<file path="src/rtl/cla_pkg.sv">
// Shared definitions for the pipelined carry-lookahead adder: group width,
// group-count helper and the per-group propagate/generate pair.
package cla_pkg;

    localparam int GROUP_W = 4;

    function automatic int ngroups(input int width);
        return width / GROUP_W;
    endfunction

    typedef struct packed {
        logic gp;
        logic gg;
    } grp_pg_t;

endpackage

</file>
<file path="src/rtl/cla_group4.sv">
// One 4-bit lookahead group: group propagate/generate plus the carries into
// bits 1..3, computed as if the group carry-in were zero.
module cla_group4
    import cla_pkg::*;
(
    input  logic [GROUP_W-1:0] p,
    input  logic [GROUP_W-1:0] g,
    output logic               gp,
    output logic               gg,
    output logic [GROUP_W-2:0] cl
);

    assign gp = &p;
    assign gg = g[3] | (p[3] & g[2]) | (p[3] & p[2] & g[1]) | (p[3] & p[2] & p[1] & g[0]);

    // The group carry-in term is folded in later, once the group carries are known.
    assign cl[0] = g[0];
    assign cl[1] = g[1] | (p[1] & g[0]);
    assign cl[2] = g[2] | (p[2] & g[1]) | (p[2] & p[1] & g[0]);

endmodule

</file>
<file path="src/rtl/cla_carry_pipe.sv">
// Two-stage valid/ready carry-lookahead adder over propagate/generate inputs.
// Define CLA_OVF_EN to add the registered signed-overflow output ovf.
module cla_carry_pipe
    import cla_pkg::*;
#(
    parameter int WIDTH = 8
) (
    input  logic             clk,
    input  logic             rst_n,
    input  logic             in_valid,
    output logic             in_ready,
    input  logic [WIDTH-1:0] prop,
    input  logic [WIDTH-1:0] gen,
    input  logic             cin,
    output logic             out_valid,
    input  logic             out_ready,
    output logic [WIDTH-1:0] sum,
`ifdef CLA_OVF_EN
    output logic             ovf,
`endif
    output logic             cout
);

    localparam int NG = ngroups(WIDTH);

    grp_pg_t [NG-1:0]            pg_next;
    grp_pg_t [NG-1:0]            pg_reg;
    logic    [NG-1:0][GROUP_W-2:0] cl_next;
    logic    [NG-1:0][GROUP_W-2:0] cl_reg;
    logic    [WIDTH-1:0]         prop_reg;
    logic                        cin_reg;
    logic                        s1_valid_reg;
    logic                        s2_valid_reg;
    logic    [WIDTH-1:0]         sum_reg;
    logic                        cout_reg;
`ifdef CLA_OVF_EN
    logic                        ovf_reg;
`endif
    logic                        s1_load;
    logic                        s2_load;
    logic    [NG:0]              cg;
    logic    [WIDTH:0]           c;
    logic                        acc;
    logic                        pp;

    assign s2_load  = !s2_valid_reg || out_ready;
    assign s1_load  = !s1_valid_reg || s2_load;
    assign in_ready = s1_load;

    assign out_valid = s2_valid_reg;
    assign sum       = sum_reg;
    assign cout      = cout_reg;
`ifdef CLA_OVF_EN
    assign ovf       = ovf_reg;
`endif

    // Group carries flattened into two-level lookahead form from cin.
    always_comb begin
        cg    = '0;
        acc   = 1'b0;
        pp    = 1'b0;
        cg[0] = cin_reg;
        for (int j = 0; j < NG; j++) begin
            acc = pg_reg[j].gg;
            pp  = pg_reg[j].gp;
            for (int k = j - 1; k >= 0; k--) begin
                acc = acc | (pp & pg_reg[k].gg);
                pp  = pp & pg_reg[k].gp;
            end
            cg[j+1] = acc | (pp & cin_reg);
        end
    end

    generate
        for (genvar gi = 0; gi < NG; gi++) begin : g_grp
            cla_group4 u_grp (
                .p  (prop[gi*GROUP_W +: GROUP_W]),
                .g  (gen[gi*GROUP_W +: GROUP_W]),
                .gp (pg_next[gi].gp),
                .gg (pg_next[gi].gg),
                .cl (cl_next[gi])
            );

            assign c[gi*GROUP_W]     = cg[gi];
            assign c[gi*GROUP_W + 1] = cl_reg[gi][0] | (prop_reg[gi*GROUP_W] & cg[gi]);
            assign c[gi*GROUP_W + 2] = cl_reg[gi][1] | ((&prop_reg[gi*GROUP_W +: 2]) & cg[gi]);
            assign c[gi*GROUP_W + 3] = cl_reg[gi][2] | ((&prop_reg[gi*GROUP_W +: 3]) & cg[gi]);
        end
    endgenerate

    assign c[WIDTH] = cg[NG];

    always_ff @(posedge clk) begin
        if (s1_load && in_valid) begin
            prop_reg <= prop;
            cin_reg  <= cin;
            pg_reg   <= pg_next;
            cl_reg   <= cl_next;
        end
    end

    always_ff @(posedge clk) begin
        if (!rst_n) begin
            s1_valid_reg <= 1'b0;
            s2_valid_reg <= 1'b0;
            sum_reg      <= '0;
            cout_reg     <= 1'b0;
`ifdef CLA_OVF_EN
            ovf_reg      <= 1'b0;
`endif
        end else begin
            if (s1_load) begin
                s1_valid_reg <= in_valid;
            end
            if (s2_load) begin
                s2_valid_reg <= s1_valid_reg;
            end
            // Result registers only move on a real stage-1 to stage-2 transfer.
            if (s2_load && s1_valid_reg) begin
                sum_reg  <= prop_reg ^ c[WIDTH-1:0];
                cout_reg <= c[WIDTH];
`ifdef CLA_OVF_EN
                ovf_reg  <= c[WIDTH] ^ c[WIDTH-1];
`endif
            end
        end
    end

endmodule

</file>
<file path="config.mk">
export PLATFORM = sky130hd
export DESIGN_NAME = cla_carry_pipe
export DESIGN_NICKNAME = d
export VERILOG_FILES = /design/src/rtl/cla_pkg.sv /design/src/rtl/cla_group4.sv /design/src/rtl/cla_carry_pipe.sv
export SDC_FILE = /design/constraint.sdc
export NUM_CORES = 1
export LEC_CHECK = 0
export ABC_CLOCK_PERIOD_IN_PS = 1600
export CORE_UTILIZATION = 40
export DETAILED_ROUTE_END_ITERATION = 8
export HOLD_SLACK_MARGIN = 0.05
export PLACE_DENSITY_LB_ADDON = 0.05
export SKIP_LAST_GASP = 1
export SYNTH_ARGS = -nofsm -noshare
export SYNTH_HDL_FRONTEND = slang
export SYNTH_SLANG_ARGS = --single-unit
</file>
<file path="constraint.sdc">
create_clock -name clk -period 1.6 [get_ports clk]
set_input_delay 0.16 -clock clk [delete_from_list [all_inputs] [get_ports clk]]
set_output_delay 0.16 -clock clk [all_outputs]
set_load 0.05 [all_outputs]
</file>
**Yosys cells after proc, flatten, opt, wreduce, memory -nomap -nowiden**

Cells that the tools add are included.
W data, S select, Z words.

- Register bits after elaboration: 30
- Output and inout port bits: 11
- Input bits: 21
- Word-level logic and storage cells: 74

- Reduce and logical (&&, ||, !) cells: 12
- Bitwise logic cells: 50

Operators by type and width:

| cell | count |
|---|---|
| $and A1 B1 Y1 | 28 |
| $or A1 B1 Y1 | 21 |
| $reduce_and A4 Y1 | 2 |
| $xor A8 B8 Y8 | 1 |
| $reduce_and A3 Y1 | 2 |
| $reduce_and A2 Y1 | 2 |
| $logic_and A1 B1 Y1 | 2 |
| $logic_not A1 Y1 | 2 |
| $logic_or A1 B1 Y1 | 2 |

**Logic depth before layout (Yosys ltp)**

Gate-level depths: netlist (run 1).

- Word-level depth: 5
- Mapped depth: 6

**Cells and area by module**

Synthesis (run 1) repeated with hierarchy kept, for this count alone.

- Cells, all modules: 102
- Area total of the unflattened synthesis: 1255.0 um^2

Modules (own cells, without submodules):

| module | instances | sequential area each (um^2) | cells an instance | area each (um^2) |
|---|---|---|---|---|
| cla_carry_pipe | 1 | 790.8 | 90 | 1159.9 |
| cla_group4 | 2 | 0.0 | 6 | 47.5 |

**Worst setup path before layout (run 1)**

OpenSTA, ideal clock, no wires.

- Kind: register to register
- Start point: reg s2_valid_reg (netlist: out_valid)
- End point: reg cin_reg (enable)
- Data arrival time: 1.696 ns
- Path buffers: 0
- Cell stages (with the launch flop): 4
- Library setup time: 0.334 ns
- Setup slack: -0.430 ns
- Cells stage by stage: dfxtp_1 nor2b_1 nand2_1 and2_1

- Longest elaborated chain between the ends: 4

Ends and longest elaborated chain:

| what | RTL line | RTL |
|---|---|---|
| start: declaration | cla_carry_pipe.sv:33 | `logic s2_valid_reg;` |
| start signal: assignment | cla_carry_pipe.sv:116 | `s2_valid_reg <= s1_valid_reg;` |
| $logic_not A1 Y1 | cla_carry_pipe.sv:46 | `assign s2_load = !s2_valid_reg \|\| out_ready;` |
| $logic_or A1 B1 Y1 | cla_carry_pipe.sv:46 |  |
| $logic_or A1 B1 Y1 | cla_carry_pipe.sv:47 | `assign s1_load = !s1_valid_reg \|\| s2_load;` |
| named net in_ready | cla_carry_pipe.sv:11 | `output logic in_ready,` |
| $logic_and A1 B1 Y1 | cla_carry_pipe.sv:94 | `if (s1_load && in_valid) begin` |
| end signal: assignment | cla_carry_pipe.sv:96 | `cin_reg <= cin;` |
| end: declaration | cla_carry_pipe.sv:31 | `logic cin_reg;` |

The timed path passes the listed nets, and every way through them passes these cells.
A chain may end at the register's enable or synchronous reset.

**Worst setup path after layout (run 1)**

- Start point: reg s2_valid_reg (netlist: out_valid)
- End point: out in_ready

- Longest elaborated chain between the ends: 3

Ends and longest elaborated chain:

| what | RTL line |
|---|---|
| $logic_not A1 Y1 | cla_carry_pipe.sv:46 |
| $logic_or A1 B1 Y1 | cla_carry_pipe.sv:46 |
| $logic_or A1 B1 Y1 | cla_carry_pipe.sv:47 |
| end: declaration | cla_carry_pipe.sv:11 |

Every way passes these cells.

==> metrics, run 1 <==
Cell Count, Final, Fillers Out around 170; Pleak just over 0.6 nW; CP Cell Sequence nor2b_1 -> nand2_2 -> buf_12; layout cells sized above 1 0.1971; Nets roughly 160; H-tree Lvls 2; Final Hold Violating Endpoints 0; distinct cell type count after synthesis 27; mapped cell area roughly 1200 um^2; Post-Synthesis Net Count 120; DIE AREA 3262 um^2; asr flop ratio synth 0; number of global-route vias before repair 819; Place WS about 0.12 ns; # DRC 4; Avg WL per Cell roughly 12 um; pin count of the biggest net entering global routing 20; vias ~900; Setup Skew 0.005064 ns; pwr dens 963.0 nW/um^2; Antenna diodes 0; CTS resizes 0; Synth Warn # 0; Post-Synthesis Cells roughly 100; placed instance area 1550 um^2; TritonCTS buffer count 5; Crit. End Element output pin; PortBufs 31; DIE WIDTH around 57 um; flops & latches, synth 30; Synth Area per Inst approximately 12 um^2; routability cong. 0.7868; RSZ-0062 raised after global routing false; CTS Sinks 30; first-pass GRT wire length approximately 3500 um; total grt overflow 0; number of synthesized flops with an enable pin 19; Setup Fix Bufs, Post-CTS 0; headroom to the max-slew limit 0.8341; Top FF cell, synth edfxtp_1; FMAX roughly 0.75 GHz; Die Ht around 57 um; post-route minimum period approximately 1.3 ns; GRT Total Usage 0.1464; post-layout util 0.5705; Worst EP required roughly 1.4 ns; slowest CP cell dfxtp_2; Largest delay share family, worst path flip-flops; Setup TNS 0 ns; Critical Path Fanout Max 3; post-DP HPWL 1486 um; storage element area between 700 and 800 um^2; TritonRoute pass-1 iters 6; slowest stage delay, CP around 0.34 ns; Max Slew Vio Count 0; routed vias/inst roughly 5.2; setup ws final roughly 0.27 ns; Fillers between 200 and 250; First DRT Iteration DRCs 24; Multi-input gate area about 400 um^2; Startpoint Class flip-flop; initial antenna violation count 0; Area Growth Syn to Fin 31.72%; HP Class primary input to flip-flop; slew of the pin with the lowest slew margin 0.2489 ns; Seq/Total Area, Yosys 0.6509; Peak VDD IR around 0.00058 V; DRT antenna net count 0; # rows 19; core box area between 2000 and 3000 um^2; Max Cap Violations 0; Worst-path clk slew 0.09 ns; final instance area between 1500 and 2000 um^2; Initial Util 0.4331; failing checks design-rule violations; fin crit share 0.8289; Max clock buf depth 2; final setup vio count 0; number of I/O pins 32; Placed Cells 160; root buffer cell clkbuf_4; Arr. time, crit path between 1 and 1.5 ns; final wirelength about 2000 um; CTS Hold Bufs 0; outcome finished, violations left; worst skew pair latency ~0.32 ns; critical path buffer and inverter count 1; Crit Path Category flip-flop to output pin; CTS tree done
## Yosys cell counts, types with 2 or more instances
cell	instances	area, um^2
or4_1	3	22.52
nand3_1	4	20.02
a21o_1	6	45.04
nand4_1	5	31.28
a21oi_1	9	45.04
nand2_1	12	45.04
nand4b_1	2	17.52
and4_1	2	17.52
dfxtp_1	11	220.2
and2_1	2	12.51
xnor2_1	3	26.28
nor2_1	5	18.77
edfxtp_1	19	570.6
buf_6	2	22.52
## placed cells by master, fill, tap and decap left out, drive strengths merged
cell type	instances
nor3b	1
nand3	4
nand2b	1
a41oi	1
clkinv	2
a21o	7
xnor2	3
and2	2
buf	14
dfxtp	11
clkbuf	6
ha	1
a21oi	9
xor2	1
edfxtp	19
nand2	13
or4	3
nand4b	2
a31oi	1
inv	1
nor2b	1
nor2	5
clkdlybuf4s50	20
and4	2
nand4	5
o21ai	1
o211ai	1
## where the power goes
| group | internal (W) | leakage (nW) | total (W) | switching (W) |
|---|---|---|---|---|
| clock network | 0.000165 | 0.0297 | 0.000412 | 0.000248 |
| logic | 0.000105 | 0.306 | 0.000232 | 0.000127 |
| registers | 0.000872 | 0.274 | 0.000896 | 0.0000241 |
## cell type report
class	count	area share
Tap cell	31	0.02424
Sequential cell	30	0.4949
Clock inverter	2	0.005473
Inverter	1	0.003909
Timing Repair Buffer	34	0.1986
Clock buffer	6	0.02580
Multi-Input combinational cell	64	0.2471
## worst paths after layout
| check | startpoint | end | slack [ns] | cells after the start |
|---|---|---|---|---|
| setup / recovery | out_valid | in_ready | 0.27 | 3 |
| hold / removal | cin | cin_reg | 0.38 | 1 |
| setup reg to reg | cin_reg | sum[7] | 0.28 | 4 |
| hold reg to reg | sum[0] | sum[0] | 0.46 | 2 |
## through the flow
stage	total power, W	hold slack (ns)
final	0.001541	0.3807
after global routing	0.001616	0.3882
after CTS	0.001556	0.3712
after detailed placement	0.001149	0.4506
after global placement	0.001146	0.4410
after floorplan	0.001048	0.2589
## layer usage
layer	track usage	vias to the layer above	part of all wire
met5	0	-	0
met4	0.06272	0	0.0084
met3	0.07029	2	0.10
met2	0.2151	39	0.43
met1	0.1851	396	0.46
li1	-	442	-
## cells by family (layout without fill, tap and decap cells)
| family | count (synthesis) | after routing | share of synthesized area |
|---|---|---|---|
| adders and majority gates | 1 | 1 | 0.01030 |
| buffers and inverters | 4 | 43 | 0.02780 |
| and+or+nand+nor | 39 | 39 | 0.1741 |
| xor gates and xnor gates | 4 | 4 | 0.02884 |
| DFF | 30 | 30 | 0.6509 |
| AOI/OAI and AO/OA | 20 | 20 | 0.1081 |
No activity file was read; power rests on OpenSTA's default activity.
==> inputs of run 2 (changes only) <==
ABC_CLOCK_PERIOD_IN_PS = 1400   (was 1600)
clock period = 1.4 ns   (was 1.6 ns; I/O delays follow)
==> run 2 against run 1 <==
  * The run still ends with design-rule violations left
  * Register-to-register slack worse by 0.20 ns
  * Worst hold slack worse by 0.019 ns
  * Sequential power increased by 14%
  * Die area is the same
  * First-iteration DRC count up 4.2%
  * Count of clock-buffer cells in the layout did not move
  * Cell count increased by 3.0%
  * Clock skew is 0.0041 ns higher
  * Combinational power is 21% higher
==> metrics, run 2 (synthesis gave the netlist of run 1 again) <==
slowest CP cell edfxtp_1; Setup Fix Bufs, Post-CTS 0 (unchanged); Final Hold Violating Endpoints 0 (unchanged); setup ws final 0.08221 ns (-0.1915 ns); Worst EP required 1.67 ns (+0.23 ns); H-tree Lvls 2 (unchanged); CP Cell Sequence a21o_2 -> nand4_1 -> or4_1 -> nand4_1; Placed Cells 165 (+3.1%); number of global-route vias before repair 832 (+1.6%); commonest non-fill, non-tap cells in the layout clkdlybuf4s50_1 (20), edfxtp_1 (19), buf_4 (18), nand2_1 (11), dfxtp_1 (10); Worst-path clk slew 0.09 ns (about the same); reg2reg end sum[7]; WHS Path Cells 1 (unchanged); initial antenna violation count 0 (unchanged); Worst R2R Setup Slack 0.08 ns (-0.20 ns); worst skew pair latency 0.32 ns (about the same); FF-to-FF Start cin_reg; storage element area 794.5 um^2 (+0.32%); Max Slew Vio Count 0 (unchanged); Setup TNS 0 ns (unchanged); Multi-input gate area 407.9 um^2 (+3.2%); DIE AREA 3262 um^2 (unchanged); WHS Endpoint cin_reg; CTS tree done; Crit. End Element flip-flop; GRT Total Usage 0.1553 (+0.008939); hold path start cin; First DRT Iteration DRCs 25 (+4.2%); Crit path top cell by count nand4_1; core box area 2805 um^2 (unchanged); RSZ-0062 raised after global routing false; vias 899 (+2.3%); Nets 163 (+3.2%); first-pass GRT wire length 3732 um (+6.1%); TritonCTS buffer count 5 (unchanged); commonest non-fill, non-tap cell in the layout clkdlybuf4s50_1; Startpoint Class flip-flop; number of I/O pins 32 (unchanged); CTS Hold Bufs 0 (unchanged); TritonRoute pass-1 iters 6 (unchanged); Place WS -0.05627 ns (-0.1729 ns); final setup vio count 0 (unchanged); Initial Util 0.4331 (unchanged); CTS Sinks 30 (unchanged); total grt overflow 0 (unchanged); post-DP HPWL 1645 um (+11%); CTS resizes 0 (unchanged); routed vias/inst 5.197 (-0.68%); placed instance area 1598 um^2 (+3.1%); DIE WIDTH 57.11 um (unchanged); Pleak 0.6464 nW (+6.0%); Fillers 258 (+3.6%); slew of the pin with the lowest slew margin 0.2472 ns (-0.001655 ns); layout cells sized above 1 0.2324 (+0.03531); DRT antenna net count 0 (unchanged); Avg WL per Cell 12.51 um (+3.9%); Setup Skew 0.009175 ns (+0.004111 ns); # DRC 4 (unchanged); post-route minimum period ~1.3 ns; Crit Path Category flip-flop to flip-flop; HP Class primary input to flip-flop; Antenna diodes 0 (unchanged); pin count of the biggest net entering global routing 20 (unchanged); Critical Path Fanout Max 5 (+2); FMAX roughly 0.76 GHz; Area Growth Syn to Fin 36.05%; PortBufs 31 (unchanged); failing checks design-rule violations; headroom to the max-slew limit 0.8352 (+0.001103); fin crit share 0.9413; final instance area 1653 um^2 (+3.3%); Max Cap Violations 0 (unchanged); pwr dens 1076 nW/um^2 (+12%); Die Ht 57.11 um (unchanged); Peak VDD IR 0.0005834 V (+0.99%); Worst Reg2Reg Path Length in Cells 4 (unchanged); outcome finished, violations left; routability cong. 0.7850 (-0.23%); Largest delay share family, worst path simple AND/OR/NAND/NOR gates; Arr. time, crit path 1.59 ns (+0.42 ns); final wirelength 2164 um (+7.0%); slowest stage delay, CP 0.41 ns (+0.07 ns); # rows 19 (unchanged); Max clock buf depth 2 (unchanged); critical path buffer and inverter count 0 (-1); Cell Count, Final, Fillers Out 173 (+3.0%); total power 0.001779 W (+15%); root buffer cell clkbuf_4
==> run 2: changes by cell type in the layout (fill, tap and decap cells not counted), sizes merged <==
cell	previous run	this run
buf	14	19
==> run 2: power by group <==
group | leakage, nW | switching, W | internal [W]
clock | 0.0297 | 0.000286 | 0.000188
combinational | 0.342 | 0.000150 | 0.000130
sequential | 0.275 | 0.0000285 | 0.000996
total | 0.646 | 0.000465 | 0.00131
==> run 2: per-layer routing <==
layer,track usage,wire length [um],vias to the layer above
li1,-,-,453
met1,0.2018,1048,406
met2,0.2252,912,32
met3,0.05215,147,8
met4,0.09408,55,0
met5,0,0,-
==> run 2: worst max-delay path by stage <==
stage | start | endpoint | cells past startpoint
2_1_floorplan | out_valid | cin_reg | 3
3_3_place_gp | out_ready | sum[5] | 5
3_5_place_dp | out_ready | sum[5] | 5
4_1_cts | out_valid | in_ready | 4
5_1_grt | out_valid | in_ready | 4
6_report | cin_reg | sum[7] | 4
==> run 2: final cells by class <==
class | count | area share
tap | 31 | 0.02347
clock buffer | 6 | 0.02498
multi-input combinational | 64 | 0.2468
clock inverter | 2 | 0.005299
timing repair buffer | 39 | 0.2150
inverter | 1 | 0.003785
sequential | 30 | 0.4807
==> run 2: metrics by stage <==
stage | utilization | hold slack (ns)
after CTS | 0.5874 | 0.3520
final | 0.5892 | 0.3612
after floorplan | - | 0.2389
after detailed placement | 0.5696 | 0.4478
after global routing | 0.5892 | 0.3505
after global placement | 0.5696 | 0.4428
